$ cat config.mk
export PLATFORM = sky130hd
export DESIGN_NAME = lsu_mem_port
export DESIGN_NICKNAME = d
export VERILOG_FILES = /design/src/rtl/lsu_mem_port.sv
export SDC_FILE = /design/constraint.sdc
export NUM_CORES = 1
export LEC_CHECK = 0
export BUFFER_PORTS_ARGS = -buffer_cell sky130_fd_sc_hd__buf_2
export CAP_MARGIN = 20
export CORE_MARGIN = 2
export CORE_UTILIZATION = 28
export CTS_CLUSTER_SIZE = 30
export DETAILED_ROUTE_END_ITERATION = 12
export GPL_TIMING_DRIVEN = 0
export PLACE_DENSITY = 0.53
export RECOVER_POWER = 100
export SYNTH_ARGS = -nofsm -noshare
export SYNTH_HDL_FRONTEND = slang
export SYNTH_SLANG_ARGS = --single-unit
$ cat constraint.sdc
create_clock -name clk -period 2.7 [get_ports clk]
set_input_delay 0.54 -clock clk [delete_from_list [all_inputs] [get_ports clk]]
set_output_delay 0.54 -clock clk [all_outputs]
set_load 0.05 [all_outputs]
$ cat src/rtl/lsu_mem_port.sv
// Memory-side responder for the load/store path: an in-order request queue
// issued one entry at a time to data memory, with tagged load/store completion.
module lsu_mem_port #(
    parameter int DEPTH = 4,
    parameter int TAG_W = 6
) (
    input  logic             clk,
    input  logic             rst_n,
    input  logic             mem_en,
    input  logic [15:0]      mem_addr,
    input  logic             mem_wr,
    input  logic [15:0]      mem_wdata,
    input  logic [TAG_W-1:0] mem_tag,
    input  logic             flush,
    output logic             mem_free,
    output logic             dm_req,
    output logic             dm_we,
    output logic [15:0]      dm_addr,
    output logic [15:0]      dm_wdata,
    input  logic             dm_ack,
    input  logic [15:0]      dm_rdata,
    output logic             ld_valid,
    output logic [TAG_W-1:0] ld_tag,
    output logic [15:0]      ld_data,
    output logic             st_done,
    output logic [TAG_W-1:0] st_tag,
    output logic             dbg_state
);

    // Handshakes: a request enters at a rising edge where mem_en & mem_free & ~flush;
    // a memory request is held stable while dm_req=1 and completes at the edge where dm_ack=1.

    localparam int AW = $clog2(DEPTH);
    localparam int CW = AW + 1;
    localparam logic [CW-1:0] FULL = CW'(DEPTH);

    typedef enum logic {S_IDLE, S_REQ} state_t;

    state_t            state;
    logic              killed;
    logic [TAG_W-1:0]  cur_tag;

    logic              q_wr    [DEPTH];
    logic [15:0]       q_addr  [DEPTH];
    logic [15:0]       q_wdata [DEPTH];
    logic [TAG_W-1:0]  q_tag   [DEPTH];

    logic [AW-1:0]     rptr, wptr, rptr_nxt;
    logic [CW-1:0]     count, count_nxt;
    logic              push, pop;

    logic              hd_wr;
    logic [15:0]       hd_addr;
    logic [15:0]       hd_wdata;
    logic [TAG_W-1:0]  hd_tag;

    assign mem_free  = (count < FULL);
    assign push      = mem_en & mem_free & ~flush;
    assign pop       = (state == S_REQ) & dm_ack & ~killed;
    assign rptr_nxt  = rptr + AW'(1);
    assign dbg_state = (state == S_REQ);

    always_comb begin
        count_nxt = count;
        if (push && !pop) begin
            count_nxt = count + CW'(1);
        end else if (!push && pop) begin
            count_nxt = count - CW'(1);
        end
    end

    // In IDLE the head is at rptr. In REQ the in-flight entry is at rptr, so the next
    // head is rptr+1, or the entry being enqueued this same cycle when only one is queued.
    always_comb begin
        hd_wr    = q_wr[rptr];
        hd_addr  = q_addr[rptr];
        hd_wdata = q_wdata[rptr];
        hd_tag   = q_tag[rptr];
        if (state == S_REQ) begin
            if (count > CW'(1)) begin
                hd_wr    = q_wr[rptr_nxt];
                hd_addr  = q_addr[rptr_nxt];
                hd_wdata = q_wdata[rptr_nxt];
                hd_tag   = q_tag[rptr_nxt];
            end else begin
                hd_wr    = mem_wr;
                hd_addr  = mem_addr;
                hd_wdata = mem_wdata;
                hd_tag   = mem_tag;
            end
        end
    end

    always_ff @(posedge clk) begin
        if (push) begin
            q_wr[wptr]    <= mem_wr;
            q_addr[wptr]  <= mem_addr;
            q_wdata[wptr] <= mem_wdata;
            q_tag[wptr]   <= mem_tag;
        end
    end

    always_ff @(posedge clk or negedge rst_n) begin
        if (!rst_n) begin
            rptr  <= '0;
            wptr  <= '0;
            count <= '0;
        end else if (flush) begin
            rptr  <= '0;
            wptr  <= '0;
            count <= '0;
        end else begin
            if (push) wptr <= wptr + AW'(1);
            if (pop)  rptr <= rptr_nxt;
            count <= count_nxt;
        end
    end

    // A request already in flight at a flush finishes its handshake but is marked
    // killed: it no longer occupies the queue and produces no completion pulse.
    always_ff @(posedge clk or negedge rst_n) begin
        if (!rst_n) begin
            state    <= S_IDLE;
            killed   <= 1'b0;
            cur_tag  <= '0;
            dm_req   <= 1'b0;
            dm_we    <= 1'b0;
            dm_addr  <= '0;
            dm_wdata <= '0;
            ld_valid <= 1'b0;
            ld_tag   <= '0;
            ld_data  <= '0;
            st_done  <= 1'b0;
            st_tag   <= '0;
        end else begin
            ld_valid <= 1'b0;
            st_done  <= 1'b0;
            case (state)
                S_IDLE: begin
                    if (count != '0 && !flush) begin
                        state    <= S_REQ;
                        killed   <= 1'b0;
                        dm_req   <= 1'b1;
                        dm_we    <= hd_wr;
                        dm_addr  <= hd_addr;
                        dm_wdata <= hd_wdata;
                        cur_tag  <= hd_tag;
                    end
                end
                S_REQ: begin
                    if (dm_ack) begin
                        if (!killed && !flush) begin
                            if (dm_we) begin
                                st_done <= 1'b1;
                                st_tag  <= cur_tag;
                            end else begin
                                ld_valid <= 1'b1;
                                ld_tag   <= cur_tag;
                                ld_data  <= dm_rdata;
                            end
                        end
                        if (pop && count_nxt != '0 && !flush) begin
                            dm_we    <= hd_wr;
                            dm_addr  <= hd_addr;
                            dm_wdata <= hd_wdata;
                            cur_tag  <= hd_tag;
                        end else begin
                            state  <= S_IDLE;
                            dm_req <= 1'b0;
                            killed <= 1'b0;
                        end
                    end else if (flush) begin
                        killed <= 1'b1;
                    end
                end
                default: begin
                    state  <= S_IDLE;
                    dm_req <= 1'b0;
                end
            endcase
        end
    end

endmodule

# Word-level counts from Yosys, hierarchy flattened
# Memories as Yosys holds them, arrays and structs flattened.
# Cells that the tools add are included.
# op_classes
add_sub_neg	4
magnitude_cmp	2
eq_ne	6
mux	53
bitwise	8
n_reduce_logical	19
# op_table
operator	n
$mux W16	10
$pmux W16 S2	2
$mux W6	5
$mux W1	24
$pmux W6 S2	1
$mux W3	3
$reduce_and A3 Y1	3
$mux W2	4
$pmux W1 S2	4
$reduce_and A4 Y1	2
$logic_and A1 B1 Y1	6
$ne A2 B2 Y1 const B	3
$ne A3 B3 Y1 const B	2
$reduce_bool A3 Y1	2
$add A2 B1 Y2 const B	2
$and A1 B1 Y1	4
$logic_not A1 Y1	4
$not A1 Y1	4
$reduce_bool A2 Y1	2
$add A3 B1 Y3 const B	1
$gt A3 B1 Y1 const B	1
$lt A3 B3 Y1 const B	1
$sub A3 B1 Y3 const B	1
$ne A2 B1 Y1 const B	1
# totals
ff_bits	79
ramBits	156
elab_cells	111
n_memories	4
# mem_list
name	depth	word_bits	rd	rd_ports_with_merged_regs	wr	line_no	text
q_addr	4	16	2	0	1	44	logic [15:0] q_addr [DEPTH];
q_wdata	4	16	2	0	1	45	logic [15:0] q_wdata [DEPTH];
q_tag	4	6	2	0	1	46	logic [TAG_W-1:0] q_tag [DEPTH];
q_wr	4	1	2	0	1	43	logic q_wr [DEPTH];

# Longest topological paths before layout
# Gate-level depths: netlist of the first run.
# depth
depth_word	13
mapped_depth	9

# Least setup slack after synthesis of the first run
# OpenSTA, ideal clock, no wires.
# synth_timing
path_type	flip-flop to flip-flop
startpoint	register count[2]
endpoint	memory q_addr[0][0], enable pin
setup_time_ns	0.400
t_arrival_ns	1.933
t_required_ns	2.300
setup_slack_ns	0.367
stages_incl_launch_ff	4
path_buffers	1
cell_sequence	dfrtp_1 -> buf_2 -> inv_1 -> and3_1
# synth_via
elab_chain_len	5
# synth_rtl
item	line_no	text
start: declaration	49	logic [CW-1:0] count, count_nxt;
start signal: assignment	115	count <= count_nxt;
$lt A3 B3 Y1	57	assign mem_free = (count < FULL);
named net mem_free	15	output logic mem_free,
$and A1 B1 Y1 (2 in a row)	58	assign push = mem_en & mem_free & ~flush;
$mux W1	95	if (push) begin
$mux W1 (not written as such)	97	q_addr[wptr] <= mem_addr;
end: declaration	44	
# The timed path passes the listed nets, and every way through them passes these cells.

# Worst setup path in the final report of the first run
# layout_timing
startpoint	register state, in the netlist dbg_state
endpoint	register dm_addr[2]
# layout_via
elab_chain_len	10
# layout_rtl
item	line_no	text
start: declaration	39	state_t state;
start signal: assignment	123	state <= S_IDLE;
start signal: assignment	141	state <= S_REQ;
start signal: assignment	168	state <= S_IDLE;
$and A1 B1 Y1 (2 in a row)	59	assign pop = (state == S_REQ) & dm_ack & ~killed;
$logic_and A1 B1 Y1 / $logic_not A1 Y1 (equally long branches)	67, 65	
$mux W3 / $logic_and A1 B1 Y1 (equally long branches)	67, 65	
$mux W3	65	if (push && !pop) begin
$reduce_bool A3 Y1	162	if (pop && count_nxt != '0 && !flush) begin
$logic_and A1 B1 Y1 (2 in a row)	162	
$ne A2 B1 Y1 (no source line)	--	
$reduce_and A3 Y1 (no source line)	--	
end signal: assignment	145	dm_addr <= hd_addr;
end signal: assignment	164	dm_addr <= hd_addr;
end: declaration	18	output logic [15:0] dm_addr,
# Parallel ways exist; a longest one is shown, timed or not. The select of a mux whose other input is x is not followed.
# A chain may end at the register's enable or synchronous reset.

==> results of run 1 <==
-- worst max path at each step --
stage	endpoint	from	cells after the start	slack, ns
2_1_floorplan	q_addr[0][0]	count[2]	3	0.37
3_3_place_gp	q_wdata[1][11]	mem_en	3	-0.76
3_5_place_dp	ld_data[15]	flush	5	0.07
4_1_cts	cur_tag[4]	dbg_state	7	0.07
5_1_grt	dm_addr[0]	dbg_state	8	0.03
6_report	dm_addr[2]	dbg_state	8	0.13
-- metrics by stage --
stage | std cells | hold slack [ns] | utilization (%) | cell area [µm²]
detailed placement | 1465 | 0.468 | 31.8 | 12600
global route | 1513 | 0.225 | 33.4 | 13200
finish | 1513 | 0.248 | 33.4 | 13200
floorplan | 810 | 0.244 | - | 11200
global placement | 1460 | 0.465 | 31.5 | 12500
CTS | 1514 | 0.222 | 33.9 | 13400
-- where the power goes --
group	internal (mW)	switching (mW)
clock network	2.04	1.38
logic	1.55	4.10
registers	4.45	0.326
total	8.05	5.80
-- routing by layer --
metal | track usage (%) | vias to the layer above | wire [µm]
met3 | 3.30 | 53 | 1990
met1 | 19.3 | 3870 | 13300
met2 | 25.9 | 228 | 15900
met5 | 0 | - | 46
li1 | - | 3484 | -
met4 | 4.89 | 6 | 788
-- cells in the mapped netlist --
master and number:
sky130_fd_sc_hd__a21oi_1 42, sky130_fd_sc_hd__xnor2_1 5, sky130_fd_sc_hd__a211oi_1 2, sky130_fd_sc_hd__edfxtp_1 156, sky130_fd_sc_hd__o21ai_4 1, sky130_fd_sc_hd__nand2b_1 4
sky130_fd_sc_hd__nand3b_4 1, sky130_fd_sc_hd__o21bai_1 1, sky130_fd_sc_hd__ha_1 8, sky130_fd_sc_hd__or3_1 1, sky130_fd_sc_hd__mux2i_1 79, sky130_fd_sc_hd__o211ai_1 40
sky130_fd_sc_hd__or2_2 2, sky130_fd_sc_hd__buf_4 6, sky130_fd_sc_hd__buf_6 5, sky130_fd_sc_hd__o22a_1 39, sky130_fd_sc_hd__a31oi_1 40, sky130_fd_sc_hd__and2_1 2
sky130_fd_sc_hd__buf_1 2, sky130_fd_sc_hd__and4_1 1, sky130_fd_sc_hd__inv_1 46, sky130_fd_sc_hd__o21ai_0 7, sky130_fd_sc_hd__mux4_2 39, sky130_fd_sc_hd__clkbuf_1 34
sky130_fd_sc_hd__and4bb_2 1, sky130_fd_sc_hd__nor3_1 1, sky130_fd_sc_hd__nor2_1 10, sky130_fd_sc_hd__nand2_1 13, sky130_fd_sc_hd__buf_2 26, sky130_fd_sc_hd__and3_1 4
sky130_fd_sc_hd__dfrtp_1 79, sky130_fd_sc_hd__mux2_2 25, sky130_fd_sc_hd__o21ba_2 1, sky130_fd_sc_hd__a311oi_1 1, sky130_fd_sc_hd__nand4_1 39, sky130_fd_sc_hd__nand3_1 42
sky130_fd_sc_hd__nand4b_1 1, sky130_fd_sc_hd__nor2b_1 3, sky130_fd_sc_hd__a21o_1 1
-- placed cells by master (no fill, tap or decap), drive strengths merged --
master         n
nor2b          3
ha             8
o21ai          8
nor3           1
clkbuf       186
dlygate4sd3    1
and4bb         1
a31oi         40
a311oi         1
nand2b         4
a21o           1
mux2          25
a211oi         2
or3            1
nor2          10
nand3         42
nand2         13
bufinv         1
dfrtp         79
o22a          39
o211ai        40
inv           47
buf           56
nand4         39
and2           2
a21oi         42
or2            2
xnor2          5
edfxtp       156
clkinv         6
nand4b         1
o21bai         1
nand3b         1
mux4          39
and4           1
o21ba          1
and3           4
mux2i         79
-- registers in the layout, indices dropped and copies added, names as in the netlist, 2 cells and up --
| signal | count |
|---|---|
| count | 3 |
| cur_tag | 6 |
| dm_addr | 16 |
| dm_wdata | 16 |
| ld_data | 16 |
| ld_tag | 6 |
| q_addr | 64 |
| q_tag | 24 |
| q_wdata | 64 |
| q_wr | 4 |
| rptr | 2 |
| st_tag | 6 |
| wptr | 2 |
-- cell type report --
cell class | instances | area (µm²) | share of cell area (%)
clock inverters | 8 | 65.1 | 0.491
inverters | 46 | 173 | 1.30
plain buffers | 72 | 363 | 2.74
well taps | 525 | 657 | 4.96
multi-input cells | 456 | 3990 | 30.2
repair buffers | 131 | 563 | 4.25
clock buffers | 40 | 766 | 5.78
flip-flops and latches | 235 | 6660 | 50.3
-- kinds of logic after synthesis --
group,share of synthesized area (%)
flops,59.5
compound gates,10.7
mux,17.4
simple gates,6.22
buf+inv,4.82
fa+ha+maj,0.894
xor+xnor,0.391
-- timing repair --
action | in CTS | in global routing
hold endpoints to repair | 21 | 0
hold buffers | 1 | 0
endpoints found under the setup margin | 0 | 15
setup buffers | 0 | 0
gates resized for setup | 0 | 6
==> metrics, run 1 <==
number of pins with negative max-slew slack in the final report=0; Sinks on Clock Net=235; f_max=~390 MHz; Crit Path Class=reg -> reg; total grt overflow=0; number of antenna violations at the first check in global routing=3; insertion delay to the later sink of the worst-skew pair=roughly 0.53 ns; nets in the synthesized netlist=~900; result of the run=finished, final reports clean; cell family with most CP delay=buffers and inverters; FP Rows=between 70 and 80; number of nets with antenna violations after routing=0; TNS Setup=0 ns; Worst EP arrival=2.96 ns; weighted congestion reported at the end of routability-driven placement=between 0.7 and 0.8; crit end category=flip-flop; startpoint of the most critical register-to-register path=dbg_state; max-cap violations=0; DP Wirelength=between 20 and 25 mm; cell-by-cell trace of the critical path=buf_2 > and4bb_1 > a21o_1 > buf_4 > buf_2 > nand4_1 > a21oi_1 > a31oi_1; required time of the worst setup path=about 3.1 ns; endpoint of the lowest-slack register-to-register path=dm_addr[2]; number of global-route vias before repair=8,087; sequential-to-total area share from yosys stat=59.5%; number of nets in the final layout=1,036; post-CTS clock slew at the launch and capture registers of the worst setup and hold paths=0.06 ns; post-place setup slack=between 0.06 and 0.07 ns; total vias in the final route=7,641; htree depth=1; type of element launching the critical path=flip-flop; mean post-synth cell area=between 10 and 15 µm²; top-level I/O count=126; Detailed Routing Iterations Pass 1=5; total power density per cell area=1050 mW/mm²; Clock Skew=roughly 0.015 ns; post-DR vias/cell=about 5.1; Unique masters post-synth=39; maximum number of pins on one net before global-route repair=59; tightest slew margin relative to the limit=under 10%; cts bufs inserted=26; Syn. warnings=0; floorplan die area=about 0.042 mm²; Max VDD drop=0.412 mV; crit path buf inv count=3; WL/cell=21.2 µm; Antenna Cells=0; final worst path period share=a little over nine tenths; Remaining DRCs=0; GRT Overall Usage=~15%; largest buffer count on any clock path=3; die boundary height=around 200 µm; post-route worst setup slack=approximately 0.13 ns; worst hold start=dm_rdata[8]; Core Area=between 0.03 and 0.04 mm²; area leader, netlist=sky130_fd_sc_hd__edfxtp_1; CP dominant cell by count=sky130_fd_sc_hd__buf_2; first-pass GRT wire length=48.5 mm; leakage power figure=between 4 and 5 nW; setup repair after global routing missed its margin=no; final hold violation count=0; cells taking the most area after synthesis=sky130_fd_sc_hd__edfxtp_1 (42%), sky130_fd_sc_hd__dfrtp_1 (18%), sky130_fd_sc_hd__mux4_2 (7.8%); delay of the slowest critical-path stage=~0.51 ns; clock tree from TritonCTS=done; Layout Area Growth over Synthesis=18.3%; top cell type's share of synthesized area=a little over two fifths; count of input and output buffers=between 100 and 150; fraction of layout cells with a size suffix above 1=between 15 and 20%; horizontal extent of the die=roughly 200 µm; initial cell density of the core=around 28%; measured slew at the worst slew-check pin=around 1.4 ns; total power draw=about 14 mW; synthesized instance count=810; hold path depth=2; endpoints failing setup=0; biggest fanout along the worst timing path=10; Worst Hold Endpoint=ld_data[8]; fill count=3,987; r2r setup slk=approximately 0.13 ns; cell with the biggest individual delay on the critical path=sky130_fd_sc_hd__dfrtp_1; 1st-iter DRT viols=roughly 550; count of state elements after synthesis=235; Root Buffer Master=sky130_fd_sc_hd__clkbuf_16; Hold WC Path Type=in -> reg; path depth of the worst reg2reg path=8; Syn Std Cell Area=~0.011 mm²; Tmin final=~2.6 ns; WL final=around 32 mm
No activity file was read; power rests on OpenSTA's default activity.
==> inputs of run 2 (changes only) <==
CORE_ASPECT_RATIO = 0.75   (was default)
==> run 2 against run 1 <==
  * Fmax decreased by 0.81%
  * Via count increased by 1.3%
  * Critical endpoint is now dm_addr[0]
  * Register-to-register slack got worse by 0.02 ns
  * Sequential cell count unchanged
  * Critical path type unchanged
  * Power increased by 0.50%
==> metrics, run 2 (synthesis gave the netlist of run 1 again) <==
GRT Overall Usage=15.3% (+0.066 points); r2r setup slk=0.11 ns (-0.02 ns); cell-by-cell trace of the critical path=buf_2 > or2_2 > buf_2 > clkbuf_1 > o22a_1 > nand4_1 > a21oi_1 > a31oi_1; Antenna Cells=0 (unchanged); Hold WC Path Type=in -> reg; insertion delay to the later sink of the worst-skew pair=0.56 ns (+0.03 ns); first-pass GRT wire length=48.7 mm (+0.31%); cts bufs inserted=26 (unchanged); Max VDD drop=0.497 mV (+21%); total power density per cell area=1050 mW/mm² (+0.55%); f_max=386 MHz (-0.81%); WL final=32.7 mm (+2.3%); Worst EP arrival=3.01 ns (+0.05 ns); required time of the worst setup path=3.12 ns (+0.03 ns); area of combinational cells with multiple inputs=0.00399 mm² (unchanged); Root Buffer Master=sky130_fd_sc_hd__clkbuf_16; Worst Hold Endpoint=ld_data[0]; post-DR vias/cell=5.14 (+1.8%); most common cell after layout, fill and taps aside=sky130_fd_sc_hd__edfxtp_1; FP Rows=63 (-14%); Clock Skew=0.0294 ns (+0.0143 ns); number of nets with antenna violations after routing=0 (unchanged); startpoint of the most critical register-to-register path=dbg_state; Detailed Routing Iterations Pass 1=5 (unchanged); horizontal extent of the die=235 µm (+15%); Layout Area Growth over Synthesis=18.2% (about the same); fill count=3,941 (-1.2%); post-route cell area=0.0132 mm² (about the same); post-route worst setup slack=0.107 ns (-0.0211 ns); type of element launching the critical path=flip-flop; delay of the slowest critical-path stage=0.55 ns (+0.04 ns); number of nets in the final layout=1,035 (-0.097%); biggest fanout along the worst timing path=10 (unchanged); post-place setup slack=-0.0119 ns (-0.0810 ns); number of global-route vias before repair=7,835 (-3.1%); crit path buf inv count=3 (unchanged); final worst hold slack=0.208 ns (-0.0398 ns); Core Area=0.0395 mm² (-0.38%); maximum number of pins on one net before global-route repair=45 (-24%); htree depth=1 (unchanged); cell count after placement=1,460 (-0.34%); path depth of the worst reg2reg path=8 (unchanged); final worst path period share=96.0% (+0.78 points); floorplan die area=0.0416 mm² (about the same); largest buffer count on any clock path=3 (unchanged); clock tree from TritonCTS=done; CP dominant cell by count=sky130_fd_sc_hd__buf_2; DP Wirelength=21.7 mm (+3.4%); most used cells in the layout excluding fill and tap cells=sky130_fd_sc_hd__edfxtp_1 (156), sky130_fd_sc_hd__clkbuf_1 (143), sky130_fd_sc_hd__mux2i_1 (79), sky130_fd_sc_hd__dfrtp_1 (79), sky130_fd_sc_hd__inv_1 (46); hold path depth=2 (unchanged); final core utilization=33.5% (+0.11 points); fraction of layout cells with a size suffix above 1=17.1% (+0.14 points); Tmin final=2.59 ns (+0.0211 ns); register area=0.00666 mm² (unchanged); setup repair after global routing missed its margin=no; total power draw=13.9 mW (+0.50%); endpoints failing setup=0 (unchanged); result of the run=finished, final reports clean; total vias in the final route=7,742 (+1.3%); cell with the biggest individual delay on the critical path=sky130_fd_sc_hd__clkbuf_1; endpoint of the lowest-slack register-to-register path=dm_addr[0]; number of antenna violations at the first check in global routing=3 (unchanged); total grt overflow=0 (unchanged); initial cell density of the core=28.3% (+0.11 points); top-level I/O count=126 (unchanged); area post-placement=0.0126 mm² (about the same); weighted congestion reported at the end of routability-driven placement=0.764 (+2.5%); post-CTS clock slew at the launch and capture registers of the worst setup and hold paths=0.06 ns (about the same); Crit Path Class=reg -> reg; number of pins with negative max-slew slack in the final report=0 (unchanged); cell family with most CP delay=buffers and inverters; Regs by FF count=q_addr x64, q_wdata x64, q_tag x24; measured slew at the worst slew-check pin=1.21 ns (-0.161 ns); leakage power figure=4.54 nW (-0.23%); tightest slew margin relative to the limit=19.5% (+11 points); Remaining DRCs=0 (unchanged); fin cells=1,506 (-0.46%); TNS Setup=0 ns (unchanged); max-cap violations=0 (unchanged); final hold violation count=0 (unchanged); die boundary height=177 µm (-13%); 1st-iter DRT viols=738 (+35%); WL/cell=21.7 µm (+2.8%); crit end category=flip-flop; Sinks on Clock Net=235 (unchanged); worst hold start=dm_rdata[0]; count of input and output buffers=125 (unchanged)
## run 2: cell count changes in the layout (fill, tap and decap cells not counted), moves of 2 or more
cell                        delta
sky130_fd_sc_hd__clkinv_2      +2
sky130_fd_sc_hd__buf_12        +3
sky130_fd_sc_hd__clkinv_1      +3
sky130_fd_sc_hd__clkbuf_4      -4
sky130_fd_sc_hd__clkbuf_16     -2
sky130_fd_sc_hd__clkbuf_1      -4
## run 2: what timing repair did
| item | 4_1_cts | 5_1_grt |
|---|---|---|
| endpoints found under the setup margin | 0 | 10 |
| setup buffers | 0 | 0 |
| hold buffers | 0 | 0 |
| endpoints found under the hold margin | 0 | 0 |
| resized for setup | 0 | 2 |
## run 2: where the power goes
group / internal (mW) / total [mW] / switching, mW
sequential: 4.45 / 4.77 / 0.321
clock: 1.98 / 3.44 / 1.46
combinational: 1.55 / 5.70 / 4.15
total: 7.99 / 13.9 / 5.93
## run 2: layout make-up
class / count / share of cell area, %
inverters: 46 / 1.30
plain buffers: 72 / 2.72
clock buffers: 31 / 5.13
repair buffers: 130 / 4.33
clock inverters: 16 / 1.08
flip-flops and latches: 235 / 50.3
multi-input cells: 456 / 30.2
well taps: 520 / 4.92
## run 2: how the worst max path moves through the flow
stage	from	endpoint	slack, ns	cells after the start
after global routing	count[0]	dm_wdata[10]	0.006	8
final	dbg_state	dm_addr[0]	0.11	8
after floorplan	count[2]	q_addr[0][0]	0.37	3
after CTS	count[1]	dm_addr[8]	0.04	9
after detailed placement	flush	ld_tag[3]	-0.01	5
after global placement	flush	q_tag[1][3]	-0.84	3
## run 2: layer usage
layer / track usage [%] / up-vias / part of all wire (%)
met1: 21.6 / 3952 / 46
li1: - / 3485 / -
met5: 0 / - / 0.11
met3: 2.95 / 42 / 6.0
met4: 3.32 / 6 / 1.8
met2: 24.4 / 257 / 46
==> inputs of run 3 (changes only) <==
clock period = 2.5 ns   (was 2.7 ns; I/O delays follow)
==> run 3 against run 2 <==
  * Critical path depth unchanged
  * Cell count increased by 0.13%
  * Fmax increased by 7.9%
  * Sequential cell count unchanged
  * Routed wire length about the same
  * Critical endpoint unchanged
==> metrics, run 3 (synthesis gave the netlist of run 1 again) <==
count of input and output buffers=125 (unchanged); post-DR vias/cell=5.13 (-0.24%); detailed route wirelength on metal3=1.82 mm (-7.8%); total power density per cell area=1140 mW/mm² (+7.9%); most used cells in the layout excluding fill and tap cells=sky130_fd_sc_hd__edfxtp_1 (156), sky130_fd_sc_hd__clkbuf_1 (135), sky130_fd_sc_hd__mux2i_1 (78), sky130_fd_sc_hd__dfrtp_1 (77), sky130_fd_sc_hd__inv_1 (46); post-CTS clock slew at the launch and capture registers of the worst setup and hold paths=0.07 ns (about the same); Worst EP arrival=2.82 ns (-0.19 ns); result of the run=finished, final reports clean; number of nets in the final layout=1,037 (+0.19%); number of pins with negative max-slew slack in the final report=0 (unchanged); number of nets with antenna violations after routing=0 (unchanged); Layout Area Growth over Synthesis=18.7%; Clock Skew=0.0312 ns (+0.00179 ns); floorplan die area=0.0416 mm² (unchanged); total grt overflow=0 (unchanged); 1st-iter DRT viols=699 (-5.3%); clock tree from TritonCTS=done; final hold violation count=0 (unchanged); insertion delay to the later sink of the worst-skew pair=0.56 ns (about the same); number of global-route vias before repair=7,845 (+0.13%); measured slew at the worst slew-check pin=1.24 ns (+0.0369 ns); biggest fanout along the worst timing path=10 (unchanged); M1 wire length=15.2 mm (+1.3%); DP Wirelength=21.7 mm (unchanged); weighted congestion reported at the end of routability-driven placement=0.764 (unchanged); Sinks on Clock Net=235 (unchanged); crit path buf inv count=3 (unchanged); type of element launching the critical path=flip-flop; Regs by FF count=q_addr x64, q_wdata x64, q_tag x24; crit end category=flip-flop; GRT Overall Usage=15.3% (about the same); cell with the biggest individual delay on the critical path=sky130_fd_sc_hd__dfrtp_1; delay of the slowest critical-path stage=0.45 ns (-0.10 ns); final core utilization=33.6% (+0.13 points); most common cell after layout, fill and taps aside=sky130_fd_sc_hd__edfxtp_1; path depth of the worst reg2reg path=8 (unchanged); Tmin final=2.40 ns (-0.191 ns); Crit Path Class=reg -> reg; Remaining DRCs=0 (unchanged); cts bufs inserted=26 (unchanged); highest routed metal layer=met5; f_max=416 MHz (+7.9%); first-pass GRT wire length=48.7 mm (about the same); leakage power figure=4.58 nW (+0.84%); TNS Setup=0 ns (unchanged); htree depth=1 (unchanged); Hold WC Path Type=in -> reg; fraction of layout cells with a size suffix above 1=18.4% (+1.3 points); Root Buffer Master=sky130_fd_sc_hd__clkbuf_16; FP Rows=63 (unchanged); tightest slew margin relative to the limit=17.1% (-2.5 points); setup repair after global routing missed its margin=no; total vias in the final route=7,734 (-0.10%); final worst path period share=96.1% (about the same); number of antenna violations at the first check in global routing=3 (unchanged); max-cap violations=0 (unchanged); Max VDD drop=0.535 mV (+7.7%); post-route cell area=0.0133 mm² (+0.38%); area post-placement=0.0126 mm² (unchanged); cell-by-cell trace of the critical path=clkbuf_4 > and4bb_1 > a21o_1 > buf_4 > buf_2 > nand4_1 > a21oi_1 > a31oi_1; final worst hold slack=0.169 ns (-0.0393 ns); required time of the worst setup path=2.91 ns (-0.21 ns); hold path depth=2 (unchanged); largest buffer count on any clock path=3 (unchanged); length of routed met2 wiring=15.1 mm (-0.61%); number of cells on the critical path=8 (unchanged); die boundary height=177 µm (unchanged); endpoints failing setup=0 (unchanged); WL/cell=21.7 µm (-0.19%); cell family with most CP delay=buffers and inverters; horizontal extent of the die=235 µm (unchanged); Detailed Routing Iterations Pass 1=5 (unchanged); top-level I/O count=126 (unchanged); Core Area=0.0395 mm² (unchanged); Antenna Cells=0 (unchanged); cell count after placement=1,460 (unchanged); WL final=32.7 mm (about the same); fin cells=1,508 (+0.13%); maximum number of pins on one net before global-route repair=45 (unchanged); initial cell density of the core=28.3% (unchanged)
-- run 3: cell types whose count changed in the layout (fill, tap and decap cells not counted), sizes merged --
cell and delta:
buf +4, clkbuf -3, dlygate4sd3 +1
-- run 3: cell type report --
type,instances,area [µm²]
Inverter,46,173
Clock buffer,31,679
Tap cell,520,651
Clock inverter,16,143
Multi-Input combinational cell,456,4000
Timing Repair Buffer,133,609
Sequential cell,235,6660
Buffer,71,368
Fill cell,3934,26200
-- run 3: power breakdown --
group          leakage [nW]  switching, mW  internal [mW]
Sequential             2.34          0.336           4.81
Clock                 0.405           1.57           2.14
Combinational          1.83           4.50           1.72
Total                  4.58           6.41           8.67
-- run 3: what timing repair did --
| item | CTS | global route |
|---|---|---|
| hold endpoints to repair | 43 | 0 |
| pin swaps | 0 | 1 |
| hold buffers | 1 | 0 |
| resized for setup | 4 | 9 |
| setup buffers | 0 | 2 |
| gates cloned | 0 | 0 |
| setup endpoints to repair | 13 | 40 |
-- run 3: final timing paths --
path                             start    endpoint  slack [ns]
max in group asynchronous        rst_n    count[1]        0.44
max reg2reg                  dbg_state  dm_addr[0]         0.1
min in group asynchronous        rst_n   ld_tag[1]        0.74
min reg2reg                  st_tag[0]   st_tag[0]        0.48
min                        dm_rdata[0]  ld_data[0]        0.17
max                          dbg_state  dm_addr[0]         0.1
-- run 3: stage by stage --
stage,power (mW),setup WS [ns]
final,15.1,0.0978
after global routing,15.8,0.00225
after global placement,11.5,-1.00
after detailed placement,11.5,-0.172
after CTS,15.3,0.0188
after floorplan,9.62,0.167
-- run 3: layer usage --
layer / global-route usage (%) / vias up
met5: 0 / -
met4: 3.38 / 6
met3: 3.06 / 46
met2: 24.4 / 247
met1: 21.5 / 3947
li1: - / 3488
